### src/rtl/sync_fifo_param_if.sv
// sync_fifo_param_if: producer/consumer handshake bundle for sync_fifo_param.
interface sync_fifo_param_if #(
  parameter int WIDTH = 8,
  parameter int DEPTH = 16
);
  logic                     wr_en;
  logic [WIDTH-1:0]         wr_data;
  logic                     rd_en;
  logic                     clr_err;
  logic [WIDTH-1:0]         rd_data;
  logic                     rd_valid;
  logic                     full;
  logic                     empty;
  logic                     almost_full;
  logic                     almost_empty;
  logic [$clog2(DEPTH):0]   count;
  logic                     overflow;
  logic                     underflow;
  modport master (
    output wr_en, wr_data, rd_en, clr_err,
    input  rd_data, rd_valid, full, empty, almost_full, almost_empty, count, overflow, underflow
  );
  modport slave (
    input  wr_en, wr_data, rd_en, clr_err,
    output rd_data, rd_valid, full, empty, almost_full, almost_empty, count, overflow, underflow
  );
endinterface

### src/rtl/sync_fifo_param.sv
// sync_fifo_param: parametrised single-clock FIFO with thresholds and sticky error flags.
// Define SYNC_FIFO_FWFT_EN for first-word-fall-through reads; default is 1-cycle registered read.
module sync_fifo_param #(
  parameter int WIDTH     = 8,
  parameter int DEPTH     = 16,
  parameter int AF_THRESH = 14,
  parameter int AE_THRESH = 2
) (
  input logic clk,
  input logic rst,
  sync_fifo_param_if.slave bus
);
  localparam int AW = $clog2(DEPTH);
  localparam int CW = AW + 1;
  logic [WIDTH-1:0] mem_q [DEPTH];
  logic [AW-1:0]    wr_ptr_q, wr_ptr_d, rd_ptr_q, rd_ptr_d;
  logic [CW-1:0]    count_q, count_d;
  logic             ovf_q, ovf_d, unf_q, unf_d;
  logic             full, empty, wr_acc, rd_acc;
  assign full   = count_q == CW'(DEPTH);
  assign empty  = count_q == '0;
  assign wr_acc = bus.wr_en && !full;
  assign rd_acc = bus.rd_en && !empty;
  always_comb begin
    wr_ptr_d = wr_acc ? wr_ptr_q + AW'(1) : wr_ptr_q;
    rd_ptr_d = rd_acc ? rd_ptr_q + AW'(1) : rd_ptr_q;
    count_d  = (wr_acc && !rd_acc) ? count_q + CW'(1) :
               (rd_acc && !wr_acc) ? count_q - CW'(1) : count_q;
    ovf_d    = (bus.wr_en && full) || (ovf_q && !bus.clr_err);
    unf_d    = (bus.rd_en && empty) || (unf_q && !bus.clr_err);
  end
  always_ff @(posedge clk) begin
    if (rst) begin
      wr_ptr_q <= '0;
      rd_ptr_q <= '0;
      count_q  <= '0;
      ovf_q    <= 1'b0;
      unf_q    <= 1'b0;
    end else begin
      wr_ptr_q <= wr_ptr_d;
      rd_ptr_q <= rd_ptr_d;
      count_q  <= count_d;
      ovf_q    <= ovf_d;
      unf_q    <= unf_d;
    end
  end
  // Storage is deliberately not reset; the pointers alone define what is valid.
  always_ff @(posedge clk) begin
    if (!rst && wr_acc) mem_q[wr_ptr_q] <= bus.wr_data;
  end
`ifdef SYNC_FIFO_FWFT_EN
  assign bus.rd_data  = mem_q[rd_ptr_q];
  assign bus.rd_valid = !empty;
`else
  logic [WIDTH-1:0] rd_data_q;
  logic             rd_valid_q;
  always_ff @(posedge clk) begin
    if (rst) begin
      rd_data_q  <= '0;
      rd_valid_q <= 1'b0;
    end else begin
      rd_data_q  <= rd_acc ? mem_q[rd_ptr_q] : rd_data_q;
      rd_valid_q <= rd_acc;
    end
  end
  assign bus.rd_data  = rd_data_q;
  assign bus.rd_valid = rd_valid_q;
`endif
  assign bus.full         = full;
  assign bus.empty        = empty;
  assign bus.almost_full  = count_q >= CW'(AF_THRESH);
  assign bus.almost_empty = count_q <= CW'(AE_THRESH);
  assign bus.count        = count_q;
  assign bus.overflow     = ovf_q;
  assign bus.underflow    = unf_q;
endmodule

### src/flat_wrapper.sv
// flat-port wrapper written by rule: the top's interface ports become plain ports
module sync_fifo_param_flat 
#(
  parameter int WIDTH     = 8,
  parameter int DEPTH     = 16,
  parameter int AF_THRESH = 14,
  parameter int AE_THRESH = 2
)
  (clk, rst, bus_wr_en, bus_wr_data, bus_rd_en, bus_clr_err, bus_rd_data, bus_rd_valid, bus_full, bus_empty, bus_almost_full, bus_almost_empty, bus_count, bus_overflow, bus_underflow);
  sync_fifo_param_if #(.WIDTH(WIDTH), .DEPTH(DEPTH)) bus_i ();
  input logic clk;
  input logic rst;
  input wire logic [$bits(bus_i.wr_en)-1:0] bus_wr_en;
  input wire logic [$bits(bus_i.wr_data)-1:0] bus_wr_data;
  input wire logic [$bits(bus_i.rd_en)-1:0] bus_rd_en;
  input wire logic [$bits(bus_i.clr_err)-1:0] bus_clr_err;
  output wire logic [$bits(bus_i.rd_data)-1:0] bus_rd_data;
  output wire logic [$bits(bus_i.rd_valid)-1:0] bus_rd_valid;
  output wire logic [$bits(bus_i.full)-1:0] bus_full;
  output wire logic [$bits(bus_i.empty)-1:0] bus_empty;
  output wire logic [$bits(bus_i.almost_full)-1:0] bus_almost_full;
  output wire logic [$bits(bus_i.almost_empty)-1:0] bus_almost_empty;
  output wire logic [$bits(bus_i.count)-1:0] bus_count;
  output wire logic [$bits(bus_i.overflow)-1:0] bus_overflow;
  output wire logic [$bits(bus_i.underflow)-1:0] bus_underflow;
  assign bus_i.wr_en = bus_wr_en;
  assign bus_i.wr_data = bus_wr_data;
  assign bus_i.rd_en = bus_rd_en;
  assign bus_i.clr_err = bus_clr_err;
  assign bus_rd_data = bus_i.rd_data;
  assign bus_rd_valid = bus_i.rd_valid;
  assign bus_full = bus_i.full;
  assign bus_empty = bus_i.empty;
  assign bus_almost_full = bus_i.almost_full;
  assign bus_almost_empty = bus_i.almost_empty;
  assign bus_count = bus_i.count;
  assign bus_overflow = bus_i.overflow;
  assign bus_underflow = bus_i.underflow;
  sync_fifo_param #(.WIDTH(WIDTH), .DEPTH(DEPTH), .AF_THRESH(AF_THRESH), .AE_THRESH(AE_THRESH)) u_core (.clk(clk), .rst(rst), .bus(bus_i));
endmodule
### config.mk
export PLATFORM = sky130hd
export DESIGN_NAME = sync_fifo_param_flat
export DESIGN_NICKNAME = d
export VERILOG_FILES = /design/src/rtl/sync_fifo_param_if.sv /design/src/rtl/sync_fifo_param.sv /design/src/flat_wrapper.sv
export SDC_FILE = /design/constraint.sdc
export NUM_CORES = 1
export LEC_CHECK = 0
export CORE_ASPECT_RATIO = 1.5
export CORE_UTILIZATION = 53
export DETAILED_ROUTE_END_ITERATION = 10
export HOLD_SLACK_MARGIN = 0.08
export MAX_ROUTING_LAYER = met4
export PLACE_DENSITY_LB_ADDON = 0.25
export SYNTH_ARGS = -nofsm -noshare
export SYNTH_HDL_FRONTEND = slang
export SYNTH_SLANG_ARGS = --single-unit
### constraint.sdc
create_clock -name clk -period 2.4 [get_ports clk]
set_input_delay 0.24 -clock clk [delete_from_list [all_inputs] [get_ports clk]]
set_output_delay 0.24 -clock clk [all_outputs]
set_load 0.005 [all_outputs]
==> results list <==
* Slew at the pin closest to its max-slew limit: 0.7317 ns
* GRT Resource Usage Total: 22.93%
- After routing, the total negative slack on setup checks comes to 0 ns.
* Via count of the routed design: 3559
- After detailed routing, the average wire length per cell comes to 20.09 um.
- Count of final setup violators: 0
* Commonest non-fill, non-tap cell in the layout: edfxtp_1
- Final-layout fill cell count: just under 800
- DP HPWL: between 8 and 9 mm
- Total I/O pin count: 33
- The via count of the first global-routing pass came to 3639.
- DIE AREA: 11990 um2
* Post-synthesis net count: around 430
- After synthesis, the netlist uses 33 different library cells.
* Fraction of the mapped netlist area in adder cells: 2.167%
* Count of buffers from port buffering: 32
- For this run, design rule violations remaining after detail routing come to 0.
* Height of the chip: 133.6 um
- VDD sags by at most 0.0005685 V.
* Most used cells in the layout excluding fill and tap cells: edfxtp_1 (128), mux2i_1 (66), nor2_1 (49)
* Fraction of layout cells with a size suffix above 1: 14.88%
* Type of the tightest min-delay check: in -> reg
- Root buf cell: clkbuf_16
- Portion of netlist area occupied by mux cells: 10.98%
- Outcome: completed
* Post-CTS sizing: 0
- Static timing analysis puts the maximum clock frequency at 0.4234 GHz.
- Of the total synthesized cell area, the portion taken by AND, OR, NAND and NOR gates is 6.522%.
- The detail route stage leaves a number of antenna-violating nets equal to 0.
* CTS tree: yes
- STA classifies the critical path endpoint as a register.
- RSZ-0062 raised after global routing: true
- The most used flip-flop cell after synthesis is edfxtp_1.
- Layout overhead on the synthesized area: 20.90%
* Max-Slew Margin vs Limit: 51.07%
- The die is 89.74 um wide.
- Count of warnings emitted by yosys: 0
- In this run the cell area measured after placement is between 6000 and 7000 um2.
* Proportion of register bits with asynchronous set or reset after synthesis: 0%
- Maximum number of pins on one net before global-route repair: 33
- In this run the number of H-tree levels came out at 4.
* Cell area after layout: 7398 um2
- Antenna diode count: 0
- The design draws 7.784 mW.
- Via-to-Cell Ratio: 5.704
* Final Net Count: 487
- At the later pin of the worst-skew pair, clock insertion delay measures 0.41 ns.
- A synthesized cell averages approximately 15 um2.
- The initial antenna violation count is 0.
- 1st-iter DRT viols: between 200 and 250
* Cts bufs inserted: 17
- The first global-routing pass estimated a little under 20 mm of wire.
- The congestion estimate from routability-driven global placement came to 0.7860.
* Combinational family with the most area after synthesis: multiplexers
- Register bit count reported by yosys: roughly 150
* Clk sinks: 152
- The floorplan has 47 rows.
- The share of synthesized area in the top cell type comes to between 60% and 70%.
- Final hold violations: 0
* Critical path startpoint category: register
- Critical Path Fanout Max: 4
- Shortest period the worst path allows: 2.362 ns
- The clock passes through at most 2 buffers.
- The mapped netlist covers 6120 um2.
* Core area: 11110 um2
- Data arrives at the worst endpoint at 2.66 ns.
* Compound-cell area share of the yosys netlist: under 10%
- CTS clock-pin slew for the worst setup and hold paths: 0.06 ns
- Post-synth EDFFs: 128
* Worst path required time: around 2.7 ns
- For this design the static power due to leakage is ~2.4 nW.
- Classification of the worst setup path: reg -> reg
* Area leader, netlist: edfxtp_1
- The count of pins over their slew limit is 0.
* Sequential cell area fraction in the yosys report: 70.66%
- The final layout contains routed wiring with a total length of 12.53 mm.
- Of the available clock period, the critical path in the final layout requires between 90% and 100%.
- Total of max-cap violations: 0
* Initial cell density of the core: between 50% and 60%
- Hold slack final: between 0.4 and 0.5 ns
* Leftover overflow at the end of global routing: 0
- The cell count after synthesis came out at 403.
- Power density over the cells: 1052 nW/um2
- Between clock sinks in the finished design, the worst skew comes to 0.006942 ns.
* Post-synthesis share of cell area spent on xor and xnor gates: 1.288%
- Cell types occupying the most area after synthesis: edfxtp_1 (63%), mux2i_1 (11%), dfxtp_1 (7.9%), o22ai_1 (3.3%), nor2_1 (3.0%)
- Drt pass-1 iters: 5
[final cells by class]
| type | instances | area [um2] | share of cell area (%) |
|---|---|---|---|
| repair buffers | 61 | 563.0 | 7.610 |
| flip-flops and latches | 152 | 4333 | 58.57 |
| well taps | 147 | 183.9 | 2.486 |
| clock inverters | 7 | 47.55 | 0.6427 |
| clock buffers | 25 | 570.5 | 7.712 |
| inverters | 8 | 35.03 | 0.4735 |
| multi-input cells | 224 | 1665 | 22.51 |
[flip-flops by register name, indices dropped and copies added, names as in the netlist]
| signal | cells |
|---|---|
| u_core.bus.count | 5 |
| u_core.bus.overflow | 1 |
| u_core.bus.rd_data | 8 |
| u_core.bus.rd_valid | 1 |
| u_core.bus.underflow | 1 |
| u_core.mem_q | 128 |
| u_core.rd_ptr_q | 4 |
| u_core.wr_ptr_q | 4 |
[cells in the mapped netlist (6+ instances only)]
library cell / n
mux2i_1: 66
xor2_1: 6
nor2_1: 49
edfxtp_1: 128
ha_1: 9
buf_6: 6
dfxtp_1: 24
inv_1: 7
nand2_1: 12
buf_2: 7
o22ai_1: 32
a21oi_1: 8
nor4_1: 8
a211oi_1: 8
[stage by stage]
| step | utilization [%] | setup WS [ns] | cells |
|---|---|---|---|
| 4_1_cts | 66.57 | 0.01132 | 624 |
| 2_1_floorplan | - | -0.01727 | 403 |
| 6_report | 66.57 | 0.03796 | 624 |
| 5_1_grt | 66.57 | -0.1105 | 624 |
| 3_5_place_dp | 61.00 | -0.03217 | 592 |
| 3_3_place_gp | 61.00 | 0.004434 | 592 |
[what timing repair did]
item                       CTS  global route
hold buffers                 0             0
buffers inserted             0             0
setup endpoints to repair    0             1
[path summary, 6_finish.rpt]
kind	from	to	slack (ns)	cells past startpoint
max	u_core.bus.count[1]$_SDFFE_PP0P_	u_core.bus.count[4]$_SDFFE_PP0P_	0.04	10
min reg2reg	u_core.bus.rd_data[4]$_SDFFE_PP0P_	u_core.bus.rd_data[4]$_SDFFE_PP0P_	0.50	2
max reg2reg	u_core.bus.count[1]$_SDFFE_PP0P_	u_core.bus.count[4]$_SDFFE_PP0P_	0.04	10
min	bus_wr_en	u_core.bus.overflow$_SDFF_PP0_	0.48	3
[worst max-delay path, stage by stage (launching register included)]
cell and delay [ns]:
dfxtp_2 0.33, nor4_4 0.37, buf_4 0.19, a21boi_4 0.06
ha_4 0.18, inv_4 0.07, ha_4 0.20, a21o_1 0.17
a21oi_2 0.14, mux2i_1 0.21, mux2_1 0.33
[power by group]
group | internal [mW] | switching (mW)
combinational | 1.00 | 0.941
sequential | 3.03 | 0.150
clock | 1.66 | 1.01
[kinds of logic after synthesis]
group	Yosys count
compound gates	53
xor+xnor	9
simple gates	85
buf+inv	27
fa+ha+maj	10
flops	152
mux	67
[layer usage]
layer	global-route usage (%)	share of wire, %	vias to the layer above
li1	-	-	1657
met1	24.09	38	1755
met3	4.623	3.7	29
met2	40.90	55	118
met4	11.11	3.0	0
met5	-	0	-
No activity file was read; power rests on OpenSTA's default activity.
